<file path="config.mk">
export PLATFORM = sky130hd
export DESIGN_NAME = touch_multi_ctrl_led
export DESIGN_NICKNAME = d
export VERILOG_FILES = /design/src/rtl/touch_multi_ctrl_led.sv
export SDC_FILE = /design/constraint.sdc
export NUM_CORES = 1
export LEC_CHECK = 0
export BUFFER_PORTS_ARGS = -buffer_cell sky130_fd_sc_hd__buf_2
export CAP_MARGIN = 20
export CORE_UTILIZATION = 40
export CTS_CLUSTER_SIZE = 10
export DETAILED_ROUTE_END_ITERATION = 7
export PLACE_DENSITY = 0.66
export SLEW_MARGIN = 20
export SYNTH_ARGS = -nofsm -noshare
export SYNTH_HDL_FRONTEND = slang
export SYNTH_SLANG_ARGS = --single-unit
</file>
<file path="constraint.sdc">
create_clock -name sys_clk -period 2.3 [get_ports sys_clk]
set_clock_uncertainty 0.2 [all_clocks]
set_input_delay 0.115 -clock sys_clk [delete_from_list [all_inputs] [get_ports sys_clk]]
set_output_delay 0.115 -clock sys_clk [all_outputs]
set_load 0.02 [all_outputs]
</file>
<file path="src/rtl/touch_multi_ctrl_led.sv">
// Multi-channel touch-key front end: sync, debounce and press detect
// per channel, then toggle / momentary / long-press / blink LED modes.
module touch_multi_ctrl_led #(
   parameter int unsigned CH_NUM    = 4,
   parameter int unsigned DEB_CNT   = 1_000_000,
   parameter int unsigned LONG_CNT  = 50_000_000,
   parameter int unsigned BLINK_CNT = 12_500_000,
   parameter logic        TOUCH_ACT = 1'b0
) (
   input  logic                sys_clk,
   input  logic                sys_rst_n,
   input  logic [CH_NUM-1:0]   touch_key,
   input  logic [2*CH_NUM-1:0] mode,
   output logic [CH_NUM-1:0]   led,
   output logic [CH_NUM-1:0]   press_evt
);

   localparam int unsigned DW = $clog2(DEB_CNT);
   localparam int unsigned HW = $clog2(LONG_CNT + 1);
   localparam int unsigned BW = $clog2(BLINK_CNT);

   localparam logic [DW-1:0] DEB_MAX   = DW'(DEB_CNT - 1);
   localparam logic [HW-1:0] HOLD_SAT  = HW'(LONG_CNT);
   localparam logic [HW-1:0] HOLD_FIRE = HW'(LONG_CNT - 1);
   localparam logic [BW-1:0] BLK_MAX   = BW'(BLINK_CNT - 1);
   localparam logic          IDLE      = ~TOUCH_ACT;

   localparam logic [1:0] M_TOG   = 2'b00;
   localparam logic [1:0] M_MOM   = 2'b01;
   localparam logic [1:0] M_LONG  = 2'b10;
   localparam logic [1:0] M_BLINK = 2'b11;

   logic [CH_NUM-1:0]   sync1_q, sync2_q;
   logic [CH_NUM-1:0]   deb_lvl_q, deb_lvl_d;
   logic [DW-1:0]       deb_cnt_q [CH_NUM];
   logic [DW-1:0]       deb_cnt_d [CH_NUM];
   logic [HW-1:0]       hold_q [CH_NUM];
   logic [HW-1:0]       hold_d [CH_NUM];
   logic [CH_NUM-1:0]   pr_prev_q, evt_q, evt_d;
   logic [CH_NUM-1:0]   state_q, state_d;
   logic [CH_NUM-1:0]   en_q, en_d;
   logic [CH_NUM-1:0]   led_q, led_d;
   logic [2*CH_NUM-1:0] mode_prev_q;
   logic [BW-1:0]       blk_cnt_q, blk_cnt_d;
   logic                wave_q, wave_d;

   logic [CH_NUM-1:0]   pressed, rise, chg, fire;

   always_comb begin
      blk_cnt_d = blk_cnt_q + BW'(1);
      wave_d    = wave_q;
      if (blk_cnt_q == BLK_MAX) begin
         blk_cnt_d = '0;
         wave_d    = ~wave_q;
      end
   end

   always_comb begin
      deb_lvl_d = deb_lvl_q;
      pressed   = '0;
      rise      = '0;
      chg       = '0;
      fire      = '0;
      state_d   = state_q;
      en_d      = en_q;
      led_d     = '0;
      for (int i = 0; i < CH_NUM; i++) begin
         deb_cnt_d[i] = '0;
         if (sync2_q[i] != deb_lvl_q[i]) begin
            if (deb_cnt_q[i] == DEB_MAX)
               deb_lvl_d[i] = sync2_q[i];
            else
               deb_cnt_d[i] = deb_cnt_q[i] + DW'(1);
         end

         pressed[i] = (deb_lvl_q[i] == TOUCH_ACT);
         rise[i]    = pressed[i] & ~pr_prev_q[i];
         chg[i]     = mode[2*i +: 2] != mode_prev_q[2*i +: 2];

         // hold saturates, so LONG_CNT-1 is passed once per press
         hold_d[i] = '0;
         if (pressed[i])
            hold_d[i] = (hold_q[i] == HOLD_SAT) ? hold_q[i]
                                                : hold_q[i] + HW'(1);
         fire[i] = pressed[i] && (hold_q[i] == HOLD_FIRE);

         if (chg[i]) begin
            state_d[i] = 1'b0;
            en_d[i]    = 1'b0;
         end else begin
            unique case (mode[2*i +: 2])
               M_TOG:   state_d[i] = state_q[i] ^ rise[i];
               M_MOM:   state_d[i] = state_q[i];
               M_LONG:  state_d[i] = state_q[i] ^ fire[i];
               M_BLINK: en_d[i]    = en_q[i] ^ rise[i];
               default: state_d[i] = state_q[i];
            endcase
         end

         if (!chg[i]) begin
            unique case (mode[2*i +: 2])
               M_TOG:   led_d[i] = state_d[i];
               M_MOM:   led_d[i] = pressed[i];
               M_LONG:  led_d[i] = state_d[i];
               M_BLINK: led_d[i] = en_d[i] & wave_d;
               default: led_d[i] = 1'b0;
            endcase
         end
      end
      evt_d = rise;
   end

   always_ff @(posedge sys_clk) begin
      if (!sys_rst_n) begin
         sync1_q     <= {CH_NUM{IDLE}};
         sync2_q     <= {CH_NUM{IDLE}};
         deb_lvl_q   <= {CH_NUM{IDLE}};
         pr_prev_q   <= '0;
         evt_q       <= '0;
         state_q     <= '0;
         en_q        <= '0;
         led_q       <= '0;
         mode_prev_q <= mode;
         blk_cnt_q   <= '0;
         wave_q      <= 1'b0;
         for (int i = 0; i < CH_NUM; i++) begin
            deb_cnt_q[i] <= '0;
            hold_q[i]    <= '0;
         end
      end else begin
         sync1_q     <= touch_key;
         sync2_q     <= sync1_q;
         deb_lvl_q   <= deb_lvl_d;
         pr_prev_q   <= pressed;
         evt_q       <= evt_d;
         state_q     <= state_d;
         en_q        <= en_d;
         led_q       <= led_d;
         mode_prev_q <= mode;
         blk_cnt_q   <= blk_cnt_d;
         wave_q      <= wave_d;
         for (int i = 0; i < CH_NUM; i++) begin
            deb_cnt_q[i] <= deb_cnt_d[i];
            hold_q[i]    <= hold_d[i];
         end
      end
   end

   assign led       = led_q;
   assign press_evt = evt_q;

endmodule

</file>
==> qor.csv, run 1 <==
stage,metric,value,unit
timing,RSZ-0062 raised after global routing,no,
detailed_routing,DRC viols,0,
timing,Hold WS,124,ps
synthesis,"area leader, netlist",dfxtp_1,
worst_setup_path,flop2flop setup slack,150,ps
worst_setup_path,CP Launch Point,hold_q[0][12],
clock_network,Num CTS Buffers,29,
timing,Final setup viols,0,
worst_setup_path,reg-to-reg endpoint,state_q[0],
synthesis,Syn Nets,1271,
final_layout,Synth-to-Final Area Change,14.5,%
synthesis,Post-Syn Instances,1244,
worst_setup_path,worst path required time,2550,ps
timing,setup TNS,0,ps
die,Starting Density,41.2,%
final_layout,"commonest cells after routing, fill and taps aside","nor2_1, dfxtp_1, xor2_1, nand3_1, xnor2_1",
clock_network,CTS root buf,clkbuf_16,
worst_setup_path,r2r startpoint,hold_q[0][12],
final_layout,nets,1332,
power_and_ir_drop,total power,8.44,mW
worst_setup_path,Setup crit start kind,flip-flop,
global_route,first-pass GRT wire length,35.3,mm
power_and_ir_drop,PwrDens,679,nW/um^2
synthesis,Post-synth top flop,dfxtp_1,
final_layout,"commonest non-fill, non-tap cell in the layout",nor2_1,
placement,Final GP Congestion,0.796,
detailed_routing,DR iter-0 viols,352,
job,maxcap violations,0,
worst_setup_path,"most used cell, CP",a21oi_1,
synthesis,"Seq/Total Area, Yosys",46.0,%
die,DIE WIDTH,167,um
detailed_routing,drt first pass iters,4,
global_route,largest net degree at the start of global routing,29,
final_layout,layout cells sized above 1,8.07,%
global_route,vias in the first global route,7783,
timing,final worst path period share,93.6,%
synthesis,post-synth top area share,46.0,%
die,# IOs,22,
global_route,initial antenna violation count,1,
die,core area,26400,sq um
die,Rows,59,
worst_setup_path,"CP delay by family, top",simple AND/OR/NAND/NOR gates,
worst_setup_path,WP data arrival,2400,ps
power_and_ir_drop,Lkg Pwr,4.07,nW
clock_network,clock buffer depth,3,
worst_setup_path,CP Class,flip-flop to flip-flop,
clock_network,Skew-Pair Late Insertion Delay,540,ps
outcome,outcome,"complete, no violations",
worst_setup_path,number of cells on the critical path,6,
placement,dpl cells,1592,
worst_setup_path,CP endpoint,state_q[0],
worst_setup_path,CP endpoint kind,flip-flop,
synthesis,"top cells by area, synth","dfxtp_1, xor2_1, nor2_1, xnor2_1, nand3_1",
detailed_routing,ANT nets after route,0,
timing,Slew @ Worst Pin,595,ps
synthesis,unique cell type count in the Yosys netlist,56,
timing,Final Hold Vio Count,0,
detailed_routing,WL per Instance,12.2,um
worst_setup_path,crit path max fanout,5,
final_layout,Layout Cells excl Fill,1649,
timing,relative slew slack,60.4,%
synthesis,Mapped Area,10800,sq um
synthesis,Yosys warnings,0,
placement,post-DP HPWL,13.7,mm
worst_setup_path,crit-path max cell delay,460,ps
placement,Post-Place Cell Area,11400,sq um
detailed_routing,Via Count,8143,
power_and_ir_drop,Peak VDD IR,0.466,mV
clock_network,CTS sink count,249,
synthesis,"EDFF count, synth",0,
placement,port buffer count,21,
global_route,GRT overflow,0,
synthesis,"FF+latch count, synth",249,
detailed_routing,WL final,20.1,mm
clock_network,CTS tree,yes,
global_route,GRT Resource Usage Total,14.6,%
timing,min Tclk post-route,2150,ps
worst_setup_path,Reg2Reg Depth,6,
worst_setup_path,worst-path cell chain,"nand4_1, or4_4, nor3_1, a21oi_1, or3_1, a21oi_1",
hold_path,type of the worst min-delay path,input port to flip-flop,
timing,Slew Limit Fails,0,
final_layout,final instance area,12400,sq um
clock_network,CTS HTree Levels,1,
synthesis,Avg Inst Size Synth,8.72,sq um
synthesis,Post-synth ARST share,0,%
die,Die ar.,27800,sq um
detailed_routing,Vias/cell,4.94,
worst_setup_path,Buf/Inv on CP,0,
worst_setup_path,critical path's slowest cell,or4_4,
clock_network,clock-pin slew on the worst setup and hold paths,60,ps
timing,Max Clk Rate,465,MHz
die,Die Ht,167,um
-- through the flow --
stage,utilization [%],setup WS (ps)
finish,47.1,148
floorplan,-,350
global placement,43.4,228
global route,47.1,20.8
CTS,47.0,117
detailed placement,43.4,157
-- what timing repair did --
| action | in CTS | in global routing |
|---|---|---|
| gates resized for setup | 0 | 3 |
| setup endpoints to repair | 0 | 23 |
| hold endpoints to repair | 32 | 0 |
| setup buffers | 0 | 0 |
| hold buffers | 17 | 0 |
-- Yosys cell counts, types with 2 or more instances --
master    count
nor3_1       42
nand3b_1      5
ha_1         13
or2_1         4
nor4_1       11
nor4_2        2
o21ai_1       2
nand4_1      46
buf_2        10
nand2b_1     17
nor3_2        4
or3b_2        2
clkbuf_1     18
a21oi_1      22
a31oi_1       2
inv_1        33
buf_1         7
xor2_1      119
and3_1       32
nand4b_1      2
xnor2_1      83
dfxtp_1     249
mux2i_1       9
nor4b_1       5
nand3_1      95
nor3b_1       4
nor2_1      256
or2_2         4
nor4bb_1      2
or4bb_1       2
or3_1        16
nor2b_1       2
and2_1        4
or4b_1        2
and4_1       12
o21ai_0      12
nand2_1      75
-- final cells by class --
cell class | instances | area (sq um)
Multi-Input combinational cell | 926 | 5610
Sequential cell | 249 | 4980
Clock inverter | 1 | 8.76
Fill cell | 2495 | 13900
Timing Repair Buffer | 66 | 498
Tap cell | 335 | 419
Clock buffer | 38 | 779
Antenna cell | 1 | 2.50
Inverter | 33 | 124
-- registers in the layout, indices dropped and copies added, names as in the netlist --
signal,cells
mode_prev_q,8
hold_q,104
pr_prev_q,4
wave_q,1
en_q,4
sync2_q,4
sync1_q,4
state_q,4
deb_cnt_q,80
deb_lvl_q,4
led,4
blk_cnt_q,24
press_evt,4
-- worst min path at each step --
stage               startpoint  depth (start not counted)        endpoint
detailed placement     mode[3]                          1  mode_prev_q[3]
CTS                    mode[0]                          2  mode_prev_q[0]
global placement       mode[3]                          1  mode_prev_q[3]
global route           mode[3]                          2  mode_prev_q[3]
finish                 mode[3]                          2  mode_prev_q[3]
floorplan              mode[0]                          0  mode_prev_q[0]
-- per-layer routing --
metal / vias up / track usage [%] / wire length (um)
li1: 4282 / - / -
met1: 3757 / 19.0 / 9910
met2: 79 / 25.0 / 9260
met3: 25 / 2.47 / 643
met4: 0 / 3.66 / 266
met5: - / 0 / 0
-- power by group --
part           switching (mW)  leakage, nW  total, mW  internal (mW)
logic                  0.0688         1.67      0.129         0.0607
clock network            1.64        0.385       3.95           2.32
registers              0.0157         2.01       4.35           4.34
-- logic make-up (layout without fill, tap and decap cells) --
family,Yosys count,in the layout,share of synthesized area (%)
compound gates,42,42,2.20
xor+xnor,203,203,16.6
fa+ha+maj,13,13,1.50
buf+inv,69,138,2.57
flops,249,249,46.0
mux,9,9,0.830
other cells,0,1,0
simple gates,659,659,30.4
No activity file was read; power rests on OpenSTA's default activity.
==> inputs of run 2 (changes only) <==
==> constraint.sdc (replaced) <==
create_clock -name sys_clk -period 2.24 [get_ports sys_clk]
set_clock_uncertainty 0.2 [all_clocks]
set_input_delay 0.112 -clock sys_clk [delete_from_list [all_inputs] [get_ports sys_clk]]
set_output_delay 0.112 -clock sys_clk [all_outputs]
set_load 0.02 [all_outputs]
==> run 2 against run 1 <==
Effect of this change: routed wire length fell by 1.0%; combinational power rose by 4%; final cell count rose by 0.42%; hold slack improved by 12 ps; highest routed layer unchanged; critical endpoint unchanged; final area rose by 0.52%; die area did not move; sequential share of layout area fell by 0.21 points; via count fell by 0.20%; non-clock buffer count rose by 8.
==> qor.csv, run 2 (synthesized netlist as in run 1, its figures left out) <==
stage,metric,value,unit,change
outcome,outcome,"complete, no violations",,
final_layout,max FFs per register,104,,unchanged
clock_network,Num CTS Buffers,29,,unchanged
detailed_routing,DR iter-0 viols,338,,-4.0%
final_layout,"commonest non-fill, non-tap cell in the layout",nor2_1,,
power_and_ir_drop,Peak VDD IR,0.560,mV,+20%
global_route,initial antenna violation count,1,,unchanged
die,Rows,59,,unchanged
clock_network,clock buffer depth,3,,unchanged
detailed_routing,DRC viols,0,,unchanged
final_layout,nets,1340,,+0.60%
timing,Final setup viols,0,,unchanged
final_layout,post-layout util,47.4,%,+0.25 points
power_and_ir_drop,Sw Ratio,20.0,%,-0.45 points
die,Starting Density,41.2,%,unchanged
final_layout,Largest Register,hold_q,,
detailed_routing,WL per Instance,12.0,um,-1.4%
final_layout,Largest regs,"hold_q: 104 flops, deb_cnt_q: 80 flops, blk_cnt_q: 24 flops",,
die,core area,26400,sq um,unchanged
hold_path,type of the worst min-delay path,input port to flip-flop,,
placement,port buffer count,21,,unchanged
final_layout,# fillers,2472,,-0.92%
timing,setup TNS,0,ps,unchanged
timing,Max Clk Rate,471,MHz,+1.4%
clock_network,Skew-Pair Late Insertion Delay,530,ps,about the same
final_layout,Synth-to-Final Area Change,15.1,%,
timing,Slew Limit Fails,0,,unchanged
worst_setup_path,Setup crit start kind,flip-flop,,
power_and_ir_drop,Lkg Pwr,4.10,nW,+0.89%
die,Die ar.,27800,sq um,unchanged
clock_network,CTS tree,yes,,
global_route,largest net degree at the start of global routing,29,,unchanged
timing,final worst path period share,94.7,%,+1.2 points
timing,Final Hold Vio Count,0,,unchanged
worst_setup_path,crit path max fanout,5,,unchanged
clock_network,post-CTS setup buffers,0,,unchanged
global_route,GRT Resource Usage Total,14.5,%,-0.15 points
worst_setup_path,"most used cell, CP",a21oi_1,,
clock_network,clock-pin slew on the worst setup and hold paths,50,ps,about the same
timing,min Tclk post-route,2120,ps,-29.9 ps
timing,relative slew slack,66.5,%,+6.1 points
job,maxcap violations,0,,unchanged
power_and_ir_drop,combinational fraction of design power,1.6,%,about the same
detailed_routing,drt first pass iters,5,,+1
global_route,first-pass GRT wire length,34.9,mm,-1.2%
detailed_routing,ANT nets after route,0,,unchanged
worst_setup_path,worst-path cell chain,"nand4_1, or4_4, nor3_1, a21oi_1, or3_1, a21oi_1",,
detailed_routing,Vias/cell,4.91,,-0.62%
clock_network,CTS root buf,clkbuf_16,,
power_and_ir_drop,PwrDens,689,nW/um^2,+1.5%
global_route,vias in the first global route,7779,,-0.051%
timing,RSZ-0062 raised after global routing,no,,
final_layout,layout cells sized above 1,8.56,%,+0.49 points
worst_setup_path,worst path required time,2500,ps,-50 ps
final_layout,multi-input combinational cell area,5590,sq um,-0.20%
detailed_routing,WL final,19.9,mm,-1.0%
worst_setup_path,CP Class,flip-flop to flip-flop,,
worst_setup_path,CP endpoint kind,flip-flop,,
power_and_ir_drop,Switch Pwr,1.72,mW,-0.23%
power_and_ir_drop,share of power burned in registers,51.9,%,+0.3 points
power_and_ir_drop,clock power share,46.5,%,-0.4 points
final_layout,"commonest cells after routing, fill and taps aside","nor2_1, dfxtp_1, xor2_1, nand3_1, xnor2_1",,
die,# IOs,22,,unchanged
placement,post-DP HPWL,13.6,mm,-0.96%
worst_setup_path,WP data arrival,2380,ps,-20 ps
die,DIE WIDTH,167,um,unchanged
worst_setup_path,crit-path max cell delay,460,ps,about the same
worst_setup_path,Buf/Inv on CP,0,,unchanged
power_and_ir_drop,Internal,6.89,mW,+2.6%
final_layout,Seq. cell area,4980,sq um,unchanged
global_route,GRT overflow,0,,unchanged
clock_network,CTS HTree Levels,1,,unchanged
worst_setup_path,"CP delay by family, top",simple AND/OR/NAND/NOR gates,,
worst_setup_path,critical path's slowest cell,or4_4,,
placement,Final GP Congestion,0.780,,-2.1%
detailed_routing,Via Count,8127,,-0.20%
die,Die Ht,167,um,unchanged
timing,Hold WS,136,ps,+11.8 ps
timing,Slew @ Worst Pin,499,ps,-95.9 ps
clock_network,CTS sink count,249,,unchanged
-- run 2: worst paths after layout --
check / cells past startpoint / startpoint / endpoint / slack [ps]
worst min register to register: 1 / sync1_q[3] / sync2_q[3] / 200
worst min-delay path: 2 / mode[0] / mode_prev_q[0] / 140
worst max register to register: 6 / hold_q[0][12] / state_q[0] / 120
worst max-delay path: 6 / hold_q[0][12] / state_q[0] / 120
-- run 2: timing repair --
action / CTS / global route
hold endpoints to repair: 34 / 0
resized for setup: 0 / 2
endpoints found under the setup margin: 0 / 2
hold buffers: 17 / 0
-- run 2: worst reg2reg max path: stages, from the launching register on --
cell and delay [ps]:
dfxtp_1 390, nand4_1 130, or4_4 460, nor3_1 280
a21oi_1 150, or3_1 320, a21oi_1 140
-- run 2: final cells by class --
type | instances | area share, %
multi-input cells | 926 | 44.8
well taps | 335 | 3.36
diodes | 1 | 0.0200
clock buffers | 38 | 6.24
flip-flops and latches | 249 | 39.9
inverters | 33 | 0.992
repair buffers | 74 | 4.67
-- run 2: per-layer routing --
layer | routed length, um | track usage, % | vias up | part of all wire, %
li1 | - | - | 4309 | -
met1 | 9860 | 18.8 | 3713 | 50
met2 | 9010 | 24.6 | 76 | 45
met3 | 657 | 2.54 | 29 | 3.3
met4 | 353 | 3.70 | 0 | 1.8
met5 | 0 | 0 | - | 0
-- run 2: power by group through the flow --
stage               clock, mW  combinational [mW]  sequential [mW]
floorplan                   0              0.0681             4.56
global placement            0               0.108             4.56
detailed placement          0               0.111             4.56
CTS                      4.14               0.135             4.47
global route             4.33               0.148             4.47
finish                   4.00               0.134             4.47
-- run 2: metrics by stage --
| stage | cells | setup WS (ps) | power (mW) | instance area [sq um] |
|---|---|---|---|---|
| after floorplan | 1244 | 290 | 4.63 | 10800 |
| after global placement | 1600 | 186 | 4.67 | 11500 |
| final | 1656 | 118 | 8.60 | 12500 |
| after detailed placement | 1600 | 108 | 4.67 | 11500 |
| after global routing | 1656 | 5.23 | 8.95 | 12500 |
| after CTS | 1655 | 91.4 | 8.74 | 12500 |
